[config.mk]
export PLATFORM = sky130hd
export DESIGN_NAME = irq_encoder
export DESIGN_NICKNAME = d
export VERILOG_FILES = /design/src/rtl/irq_encoder.sv
export SDC_FILE = /design/constraint.sdc
export NUM_CORES = 1
export LEC_CHECK = 0
export CORE_UTILIZATION = 36
export DETAILED_ROUTE_END_ITERATION = 6
export PLACE_DENSITY = 0.76
export REMOVE_ABC_BUFFERS = 1
export SYNTH_ARGS = -nofsm -noshare
export SYNTH_HDL_FRONTEND = slang
export SYNTH_SLANG_ARGS = --single-unit
export TNS_END_PERCENT = 100
[constraint.sdc]
create_clock -name clk -period 3.15 [get_ports clk]
set_clock_uncertainty 0.2 [all_clocks]
set_input_delay 0.4725 -clock clk [delete_from_list [all_inputs] [get_ports clk]]
set_output_delay 0.4725 -clock clk [all_outputs]
set_load 0.1 [all_outputs]
[src/rtl/irq_encoder.sv]
// +--------------------------------------------------------------------------+
// | irq_encoder: sticky pending register + priority encoder, valid/ack hand-   |
// | off of the lowest-index pending line (line 0 reserved). Rev 1.0            |
// +--------------------------------------------------------------------------+
`default_nettype none

module irq_encoder #(
  parameter int BUS_WIDTH     = 8,
  parameter int ADDRESS_WIDTH = 3
) (
  input  logic                     clk,
  input  logic                     rst,
  input  logic [BUS_WIDTH-1:0]     req_in,
  input  logic [BUS_WIDTH-1:0]     mask,
  input  logic                     irq_ack,
  output logic                     irq_valid,
  output logic [ADDRESS_WIDTH-1:0] irq_id,
  output logic [BUS_WIDTH-1:0]     pending
);

  localparam logic [BUS_WIDTH-1:0] C_LINE_EN = ~BUS_WIDTH'(1);

  typedef enum logic [0:0] {
    IDLE    = 1'b0,
    PRESENT = 1'b1
  } state_t;

  state_t                     r_state;
  state_t                     w_state_next;
  logic [BUS_WIDTH-1:0]       r_pending;
  logic [ADDRESS_WIDTH-1:0]   r_id;
  logic [ADDRESS_WIDTH-1:0]   w_winner;
  logic                       w_load;
  logic                       w_accept;
  logic [BUS_WIDTH-1:0]       w_clr;

  // Scan from the top down so the lowest nonzero index is the last to write.
  always_comb begin
    w_winner = '0;
    for (int i = BUS_WIDTH - 1; i >= 1; i--) begin
      if (r_pending[i]) w_winner = ADDRESS_WIDTH'(i);
    end
  end

  always_comb begin
    w_state_next = r_state;
    w_load       = 1'b0;
    w_accept     = 1'b0;
    case (r_state)
      IDLE: begin
        if (r_pending != '0) begin
          w_load       = 1'b1;
          w_state_next = PRESENT;
        end
      end
      PRESENT: begin
        if (irq_ack) begin
          w_accept     = 1'b1;
          w_state_next = IDLE;
        end
      end
      default: w_state_next = IDLE;
    endcase
  end

  always_comb begin
    w_clr = '0;
    if (w_accept) w_clr[r_id] = 1'b1;
  end

  always_ff @(posedge clk) begin
    if (rst) begin
      r_state <= IDLE;
    end else begin
      r_state <= w_state_next;
    end
  end

  // A new set on the same edge as the clear keeps the line pending.
  always_ff @(posedge clk) begin
    if (rst) begin
      r_pending <= '0;
      r_id      <= '0;
    end else begin
      r_pending <= (r_pending & ~w_clr) | (req_in & mask & C_LINE_EN);
      if (w_load) r_id <= w_winner;
    end
  end

  assign irq_valid = (r_state == PRESENT);
  assign irq_id    = r_id;
  assign pending   = r_pending;

endmodule

`default_nettype wire

**After elaboration in Yosys (flattened, before gate mapping)**

Cells that the tools add are included.

- Register bits: 12
- Output and inout bits: 12

- Magnitude comparators: 2
- Mux-type cells: 16
- Bitwise gates (word level): 5
- Reductions and logical operators: 2

Operators with widths:

| cell | count |
|---|---|
| 3-bit two-way mux | 7 |
| 8-bit bitwise AND | 2 |
| 8-bit two-way mux | 1 |
| 8-bit inverter | 1 |
| 8-bit OR | 1 |
| 8-bit nonzero test | 1 |
| 1-bit two-way mux | 6 |
| 3-bit by 4-bit less-than comparator with 1-bit output (second input constant) | 1 |
| 1-bit demux with 3-bit select | 1 |
| 3-bit by 1-bit >= comparator with 1-bit output (second input constant) | 1 |
| 1-bit one-hot mux with 2 select lines | 1 |
| 1-bit logical AND | 1 |
| 1-bit inverter | 1 |

**Depth between registers and ports, before layout**

- Depth in word-level cells: 8
- Depth in mapped cells: 4
- Depth with buffers taken out: 4

**Worst setup path after synthesis**

Ideal clock, no wire load.

- Path type: register to register
- From: reg r_pending[2], in the netlist pending[2]
- To: reg r_id[1], in the netlist irq_id[1]
- Setup time: 0.071 ns
- Arrival: 1.672 ns
- Required time: 2.879 ns
- Slack: 1.207 ns
- Stages on the path, launching flop included: 5
- Buffers on the path: 0
- Period minus slack after synthesis: 1.943 ns
- Cells stage by stage: dfxtp_1 nor4_4 a21oi_2 o311ai_0 a21oi_1

- Cells in the longest elaborated chain, start to end: 3
- Elaborated cells between the ends (all ways): 5
- Those cells by class: mux (4); reduce/logical (1)

RTL lines:

| item | RTL line | source |
|---|---|---|
| start: declaration | 30 | `logic [BUS_WIDTH-1:0] r_pending;` |
| start signal: assignment | 85 | `r_pending <= (r_pending & ~w_clr) \| (req_in & mask & C_LINE_EN);` |
| 8-bit nonzero test | 51 | `if (r_pending != '0) begin` |
| 1-bit two-way mux | 51 |  |
| 1-bit two-way mux | 49 | `case (r_state)` |
| end signal: assignment | 86 | `if (w_load) r_id <= w_winner;` |
| end: declaration | 31 | `logic [ADDRESS_WIDTH-1:0] r_id;` |

Several ways; a longest one is shown, not always the timed one.
A chain may end at the register's enable or synchronous reset.

**Worst setup path after layout**

- From: reg r_pending[2], in the netlist pending[2]
- To: out pending[2]

RTL lines:

| item | RTL line | source |
|---|---|---|
| end: declaration | 18 | `output logic [BUS_WIDTH-1:0] pending` |

No word-level cell between the ends.

==> reports/metrics.cfg <==
[status]
status=finished, final reports clean

[cts]
insertion_delay_ns=0.28
cts_buffers=3
cts_resized=0
htreeDepth=1
clock_path_buffers=2
root_buffer=clkbuf_4
cts.clk_slew.worst_paths_ns=0.08
cts_tree=built
hold_buffers=0
cts_setup_buffers=0
clock-sinks=12

[sta]
tightest_slew_ns=0.475
hold_ws_ns=0.330
rsz0062_at_grt=false
maxSlewHeadroom_pct=68.3
fin_ws_ns=1.35
period_needed_ns=1.80
post-route-period-util_pct=57.0
drv_slew=0
fmax_mhz=557
setup_violations=0
fin_tns_setup_ns=0
hold_viol=0

[synth]
syn_inst=65
synth_most_common_cell=dfxtp_1
synth_largest_area_cell=dfxtp_1
synth_area_per_cell_um2=8.45
yosys-top-cells-area=dfxtp_1 44%, a21oi_1 9.1%, nor4_4 7.7%
synthDistinctLibCells=21
synth_ff_type=dfxtp_1
netlist.area_leader.share_pct=43.7
ys.warnings.count=0
async_flop_share_pct=0
yosysSeqAreaShare_pct=43.7
synth_area_um2=549
yosys-top-cells-count=12 x dfxtp_1, 10 x a21oi_1, 9 x nand2_1, 8 x o21ai_0
synth_edf_count=0
ys_seq_elements=12

[finish]
multi_input_area_um2=298
antenna_cells=0
final.fill_count=138
seq_area_um2=240
final_area_um2=851
layout.nets=116
drive_above_1_share_pct=20.8
area_growth_pct=54.9

[grt]
grt_pass1_wl_um=2230
grt_pass1_vias=511
grt_max_degree=13
antenna_found_initial=0
grt_remaining_overflow=0
grt_usage_pct=21.1

[power]
p_per_area_nw_per_um2=575
p_leak_nw=0.335
vdd.ir_drop.worst_uv=265
post-layout-total-power_mw=0.490

[placed_design]
portBuffers=28
place_area_um2=815
place_hpwl_um=1030
place_congestion=0.735
dp_worst_setup_slack_ns=1.30

[route]
routed_wirelength_um=1480
vias=606
viasPerCell=5.46
post_drt_wl_per_cell_um=13.3
drt-initial-drc-count=16
antenna_left=0
drtPass1Iterations=4
remaining_drc_errors=0

[worst_setup_path]
r2r-start=pending[2]
crit_required_ns=2.48
crit_path_cell_trace=buf_4
critical_path_class=reg2out
cp_slowest_cell=dfxtp_1
critPathBufInv=1
worstRegToRegCells=4
worstSetupEndpoint=pending[2]
reg2reg_slack_ns=1.69
cp-start-kind=flip-flop
end_kind=output port
cp_num_cells=1
worstPathMaxFanout=7
rr_endpoint=irq_id[0]
crit_arrival_ns=1.12
cp-startpoint=pending[2]
cp_top_family=flip-flops
cpPeakStageDelay_ns=0.49

[die]
die_area_um2=1690
initial_core_util_pct=40.2
core_um2=1370
std_cell_rows=13
die_x_um=41.1
die_h_um=41.1
ios=31

[min_path]
hp-class=reg2reg

[flow_run]
drv_cap=0

where the power goes:
part / internal (mW) / switching, mW / leakage (nW)
sequential: 0.164 / 0.0227 / 0.0992
combinational: 0.0546 / 0.122 / 0.214
clock: 0.0703 / 0.0556 / 0.0210
through the flow:
| stage | cells | util [%] |
|---|---|---|
| after floorplan | 64 | - |
| after global placement | 107 | 59.6 |
| after detailed placement | 107 | 59.6 |
| after CTS | 111 | 62.3 |
| after global routing | 111 | 62.3 |
| final | 111 | 62.3 |
placed cells by master, fill, tap and decap left out, drive strengths merged:
cell	n
dfxtp	12
a211oi	1
nor3	3
nor3b	1
clkdlybuf4s50	16
nor2b	1
nand3	1
nand2	9
nand2b	4
inv	2
nor2	4
o311ai	1
and3	1
o31ai	1
nor4	3
clkbuf	4
buf	12
a21oi	11
o21ai	8
nand3b	1
state kept, by name, summed over array words and instances, names as in the netlist:
register and flops:
irq_id 3, pending 8, irq_valid 1
cells by family (layout without fill, tap and decap cells):
family                 count (synthesis)  in the layout  share of synthesized area [%]
DFF                                   12             12                           43.7
and+or+nand+nor                       28             28                           31.9
buffers and inverters                  3             34                           2.05
AOI/OAI and AO/OA                     22             22                           22.3
routing by layer:
metal  track usage, %  routed length [µm]
met1             23.9                 608
met2             35.5                 720
met3             3.26                  97
met4             15.0                  49
met5                0                   0
layout make-up:
class / instances / share of cell area [%]
clock buffer: 4 / 4.26
sequential: 12 / 28.2
multi-input combinational: 50 / 35.0
tap: 15 / 2.21
timing repair buffer: 28 / 29.4
inverter: 2 / 0.882
worst min-delay path by stage:
stage               startpoint          to  slack (ns)  cells past startpoint
global placement    pending[0]  pending[0]        0.32                      1
detailed placement  pending[0]  pending[0]        0.32                      1
CTS                 pending[0]  pending[0]        0.33                      1
finish              pending[0]  pending[0]        0.33                      1
floorplan                  rst   irq_id[1]        0.34                      1
global route        pending[0]  pending[0]        0.37                      1
Power figures use the tool's default switching activity.
